<file path="src/rtl/video_timing_monitor.sv">
// video_timing_monitor: measures line/frame geometry of an rgb/de/skip/vs/hs stream and captures one pixel per frame.
// Latency: results publish on the clock edge after the vs rising-edge cycle.
// Backpressure: none; pure sink, every input cycle is observed.
// Ports: clk/reset_n; rgb, de, skip, vs, hs video input; sample_x/sample_y capture coordinate;
//        valid/changed status; frame_dots, frame_lines, active_px, active_lines geometry;
//        sample_rgb captured pixel; frame_count locked frames since lock.
module video_timing_monitor #(
  parameter int CW       = 12,
  parameter int TIMEOUT  = 4096,
  parameter int FRAME_CW = 16
) (
  input  logic                clk,
  input  logic                reset_n,
  input  logic [23:0]         rgb,
  input  logic                de,
  input  logic                skip,
  input  logic                vs,
  input  logic                hs,
  input  logic [CW-1:0]       sample_x,
  input  logic [CW-1:0]       sample_y,
  output logic                valid,
  output logic                changed,
  output logic [CW-1:0]       frame_dots,
  output logic [CW-1:0]       frame_lines,
  output logic [CW-1:0]       active_px,
  output logic [CW-1:0]       active_lines,
  output logic [23:0]         sample_rgb,
  output logic [FRAME_CW-1:0] frame_count
);

  localparam int TW = (TIMEOUT > 2) ? $clog2(TIMEOUT) : 1;
  localparam logic [TW-1:0] TO_MAX = TW'(TIMEOUT - 1);

  typedef enum logic [1:0] {SEARCH, MEASURE, LOCKED} state_t;

  function automatic logic [CW-1:0] sat_inc(input logic [CW-1:0] v);
    return (v == '1) ? v : v + 1'b1;
  endfunction

  state_t        state, state_nxt;
  logic          hs_q, vs_q;
  logic [CW-1:0] dot_cnt, line_len, line_cnt, px_cnt, px_max, act_cnt;
  logic          line_act;
  logic [23:0]   shadow;
  logic [TW-1:0] to_cnt;

  logic          hs_edge, vs_edge, pix, hit, timeout;
  logic          publish, lock_entry, drop;
  logic [CW-1:0] x_idx, y_idx, len_upd, line_upd, px_max_upd, act_upd;

  // hs work is folded in before vs so a coincident hs/vs edge closes the
  // ending line into this frame's totals; the *_upd values are what vs latches.
  always_comb begin
    hs_edge    = hs & ~hs_q;
    vs_edge    = vs & ~vs_q;
    pix        = de & ~skip;
    x_idx      = hs_edge ? '0 : px_cnt;
    len_upd    = hs_edge ? dot_cnt : line_len;
    line_upd   = hs_edge ? sat_inc(line_cnt) : line_cnt;
    px_max_upd = (hs_edge && (px_cnt > px_max)) ? px_cnt : px_max;
    act_upd    = (hs_edge && line_act) ? sat_inc(act_cnt) : act_cnt;
    // a pixel on the vs cycle belongs to the new frame, row 0
    y_idx      = vs_edge ? '0 : act_upd;
    hit        = pix && (x_idx == sample_x) && (y_idx == sample_y);
    timeout    = !hs_edge && (to_cnt == TO_MAX);
  end

  always_ff @(posedge clk or negedge reset_n) begin
    if (!reset_n) begin
      state <= SEARCH;
    end else begin
      state <= state_nxt;
    end
  end

  always_comb begin
    state_nxt  = state;
    publish    = 1'b0;
    lock_entry = 1'b0;
    drop       = 1'b0;
    if (timeout) begin
      state_nxt = SEARCH;
      drop      = 1'b1;
    end else if (vs_edge) begin
      case (state)
        SEARCH:  state_nxt = MEASURE;
        MEASURE: begin
          state_nxt  = LOCKED;
          publish    = 1'b1;
          lock_entry = 1'b1;
        end
        LOCKED:  publish = 1'b1;
        default: state_nxt = SEARCH;
      endcase
    end
  end

  always_ff @(posedge clk or negedge reset_n) begin
    if (!reset_n) begin
      hs_q     <= 1'b0;
      vs_q     <= 1'b0;
      dot_cnt  <= '0;
      line_len <= '0;
      line_cnt <= '0;
      px_cnt   <= '0;
      px_max   <= '0;
      act_cnt  <= '0;
      line_act <= 1'b0;
      shadow   <= '0;
      to_cnt   <= '0;
    end else begin
      hs_q     <= hs;
      vs_q     <= vs;
      dot_cnt  <= hs_edge ? CW'(1) : sat_inc(dot_cnt);
      line_len <= len_upd;
      line_cnt <= vs_edge ? '0 : line_upd;
      px_cnt   <= pix ? sat_inc(x_idx) : x_idx;
      px_max   <= vs_edge ? '0 : px_max_upd;
      act_cnt  <= vs_edge ? '0 : act_upd;
      line_act <= (line_act & ~hs_edge) | pix;
      shadow   <= hit ? rgb : (vs_edge ? 24'h0 : shadow);
      // saturating, so a dead input keeps the block parked in SEARCH
      to_cnt   <= hs_edge ? '0 : ((to_cnt == TO_MAX) ? to_cnt : to_cnt + 1'b1);
    end
  end

  always_ff @(posedge clk or negedge reset_n) begin
    if (!reset_n) begin
      valid        <= 1'b0;
      changed      <= 1'b0;
      frame_dots   <= '0;
      frame_lines  <= '0;
      active_px    <= '0;
      active_lines <= '0;
      sample_rgb   <= '0;
      frame_count  <= '0;
    end else if (drop) begin
      valid       <= 1'b0;
      changed     <= 1'b0;
      frame_count <= '0;
    end else if (publish) begin
      valid        <= 1'b1;
      // the first locked frame has no predecessor to compare against
      changed      <= !lock_entry && ((len_upd != frame_dots) || (line_upd != frame_lines) ||
                                      (px_max_upd != active_px) || (act_upd != active_lines));
      frame_dots   <= len_upd;
      frame_lines  <= line_upd;
      active_px    <= px_max_upd;
      active_lines <= act_upd;
      sample_rgb   <= shadow;
      frame_count  <= lock_entry ? FRAME_CW'(1) : frame_count + 1'b1;
    end else begin
      changed <= 1'b0;
    end
  end

endmodule

</file>
<file path="config.mk">
export PLATFORM = sky130hd
export DESIGN_NAME = video_timing_monitor
export DESIGN_NICKNAME = d
export VERILOG_FILES = /design/src/rtl/video_timing_monitor.sv
export SDC_FILE = /design/constraint.sdc
export NUM_CORES = 1
export LEC_CHECK = 0
export ABC_AREA = 1
export CAP_MARGIN = 10
export CORE_MARGIN = 2
export CORE_UTILIZATION = 24
export DETAILED_ROUTE_END_ITERATION = 7
export PLACE_DENSITY_LB_ADDON = 0.25
export SLEW_MARGIN = 20
export SYNTH_ARGS = -nofsm -noshare
export SYNTH_HDL_FRONTEND = slang
export SYNTH_SLANG_ARGS = --single-unit
</file>
<file path="constraint.sdc">
create_clock -name clk -period 2.6 [get_ports clk]
set_clock_uncertainty 0.15 [all_clocks]
set_input_delay 0.52 -clock clk [delete_from_list [all_inputs] [get_ports clk]]
set_output_delay 0.52 -clock clk [all_outputs]
set_load 0.005 [all_outputs]
</file>
==> impl_metrics.ini <==
[outcome]
outcome = finished, final reports clean

[detailed_routing]
wl_met3_um = 1840
dr_wl_met2_um = 15700
drc_errors = 0
routed.top_layer = met5
first_pass_iters = 5
drtIter0Drc = 502
final_antenna_net_count = 0
vias = 10211
wl_per_cell_um = 14.4
drt-met1-wl_um = 15800
routed_wl_um = 34200
viasPerCell = 4.31

[setup_path]
worstSetupStartpointType = register
criticalPathCategory = register to register
cp_slowest_cell = dfrtp_1
critPathRequiredTime_ns = 2.87
cp_max_fo = 6
rr_worst_depth = 19
slowest_delay_ns = 0.40
arrival_ns = 2.86
end_kind = register
crit_chain = buf_6 > nor2_4 > nand2_4 > nor2_4 > buf_4 > nand4_1 > inv_1 > nand2_2 > nand3_4 > buf_4 > nand3_1 > nand2_1 > inv_2 > nand2_4 > nor2_8 > buf_12 > clkbuf_16 > nand3_1 > nand2_1

[floorplanning]
pin_count = 144
die_h_um = 217
die_w_um = 217
fp.coreArea_um2 = 45200
die_area_um2 = 47200
start_util_pct = 24.2
std_cell_rows = 78

[layout]
final_util_pct = 34.9
final_common_cell = nand2_1
drive_gt1_share_pct = 18.8
fin_nets = 1827
stdcell_count = 2370
fill_cells = 4666
layout_common_cells = 454 x nand2_1, 202 x dfrtp_1, 161 x inv_1, 151 x buf_4, 144 x nand3_1
design_area_um2 = 15800
syn_to_final_growth_pct = 44.6

[global_route]
grt_pass1_wl_um = 54900
grt_max_degree = 57
antenna_found_initial = 7
gr-usage-all-layers_pct = 14.4
grt_pass1_vias = 10129
globalRoute.totalOverflow = 0

[placement]
portBuffers = 143
globalplace.congestion = 0.850
dp_cells = 2304
place_hpwl_um = 24600
post-place-ws_ns = -0.938
place_area_um2 = 14300

[logic_synthesis]
synth_top_area_cell = dfrtp_1
synth_flop_cell = dfrtp_1
synth.distinct_cells = 49
yosysWarnings = 0
syn_area_um2 = 10900
synth_top_area_share_pct = 46.5
synth-seq-cells = 203
synthArstFlopShare_pct = 100
synth-edff-count = 0
avgSynthCellArea_um2 = 7.58
synth_nets = 1517
synthCells = 1441
synth-seq-area-share_pct = 46.5
synth.area.top_cells = dfrtp_1 47%, nand2_1 16%, nand3_1 7.4%

[clock_network]
clk_latency_ns = 0.54
clock_sink_count = 203
tritoncts = done
h-tree-depth = 1
clockBufferDepth = 3
root_buffer = clkbuf_16
cts_buffers = 25
clk_pin_slew_ns = 0.06

[sta]
hold_violations = 0
fmax_ghz = 0.386
setup_violations = 0
finalSetupTns_ns = 0
tightest_slew_ns = 0.541
whs_ns = 0.302
timing.max_slew.rel_slack_pct = 64.0
post-route-period-util_pct = 99.7
rsz0062_at_grt = true
fin_crit_ns = 2.59
final_max_slew_viol_count = 0
worst_slack_ns = 0.00902

[hold_path]
hold_path.class = input pin to register
min_path_cells = 1

[power_and_ir_drop]
power.total_mw = 12.1
ir_drop_v = 0.000559
powerDensity_nw_per_um2 = 769
p_leak_nw = 7.62

[job]
maxCapViolations = 0
worst paths after layout:
kind | slack, ns | endpoint | startpoint
max | 0.009 | shadow[0] | hs_q
min | 0.30 | vs_q | vs
max reg2reg | 0.009 | shadow[0] | hs_q
min reg2reg | 0.32 | sample_rgb[5] | sample_rgb[5]
max in group asynchronous | 1.22 | line_len[1] | reset_n
min in group asynchronous | 0.40 | sample_rgb[9] | reset_n
routing by layer:
layer	up-vias	track usage, %
li1	5236	-
met1	4728	19.4
met2	183	23.2
met3	52	3.23
met4	12	3.95
met5	-	0
sequential cells by signal, indices dropped and copies added (netlist names):
| register | flops |
|---|---|
| to_cnt | 12 |
| vs_q | 1 |
| active_px | 12 |
| changed | 1 |
| act_cnt | 12 |
| px_cnt | 12 |
| state | 2 |
| line_len | 12 |
| dot_cnt | 12 |
| valid | 1 |
| frame_dots | 12 |
| sample_rgb | 24 |
| line_cnt | 12 |
| frame_count | 16 |
| shadow | 24 |
| px_max | 12 |
| frame_lines | 12 |
| active_lines | 12 |
| line_act | 1 |
| hs_q | 1 |
where the power goes:
part           switching (mW)  total [mW]  internal, mW
Sequential              0.512        4.20          3.69
Clock                    1.43        3.59          2.16
Combinational            2.27        4.35          2.07
Total                    4.22        12.1          7.92
synth_stat cells (3+ instances only):
cell type  count
a211oi_1       4
a21oi_1       18
a31oi_1        4
buf_2         10
buf_4          3
buf_6          3
clkbuf_1      23
clkinv_1       4
dfrtp_1      203
ha_1          22
inv_1        164
inv_2          6
nand2_1      468
nand2_2       10
nand3_1      161
nand3_2       10
nand3b_1      13
nand4_1       13
nor2_1       102
nor2_2         4
nor2_4         5
nor3_1        17
o211a_1        3
o211ai_1       7
o21ai_0       95
o21ai_1        6
o21ai_2        3
or2_2          7
xnor2_1        8
xor2_1        22
critical path, delay by kind of cell (launching register included):
kind	cells	cell delay, ns
and+or+nand+nor	12	1.13
buffers and inverters	7	0.79
DFF	1	0.40
kinds of logic after synthesis:
logic type	share of synthesized area, %
buf+inv	7.88
fa+ha+maj	2.52
xor+xnor	2.41
simple gates	32.8
flops	46.5
compound gates	7.84
layout make-up:
type	instances	area, um2	area share [%]
multi-input combinational	1025	5350	33.9
antenna	1	2.50	0.0158
clock buffer	37	741	4.69
timing repair buffer	322	3110	19.7
tap	600	751	4.75
inverter	174	653	4.14
sequential	203	5080	32.2
clock inverter	8	96.3	0.610
repair_timing:
action                                 4_1_cts  5_1_grt
pin swaps                                   18       25
setup endpoints to repair                   31       32
buffers inserted                             7        4
hold buffers                                 1        0
gates resized for setup                     41       50
endpoints found under the hold margin       50        0
cloned                                       3        6
(Power assumes the default switching activity.)
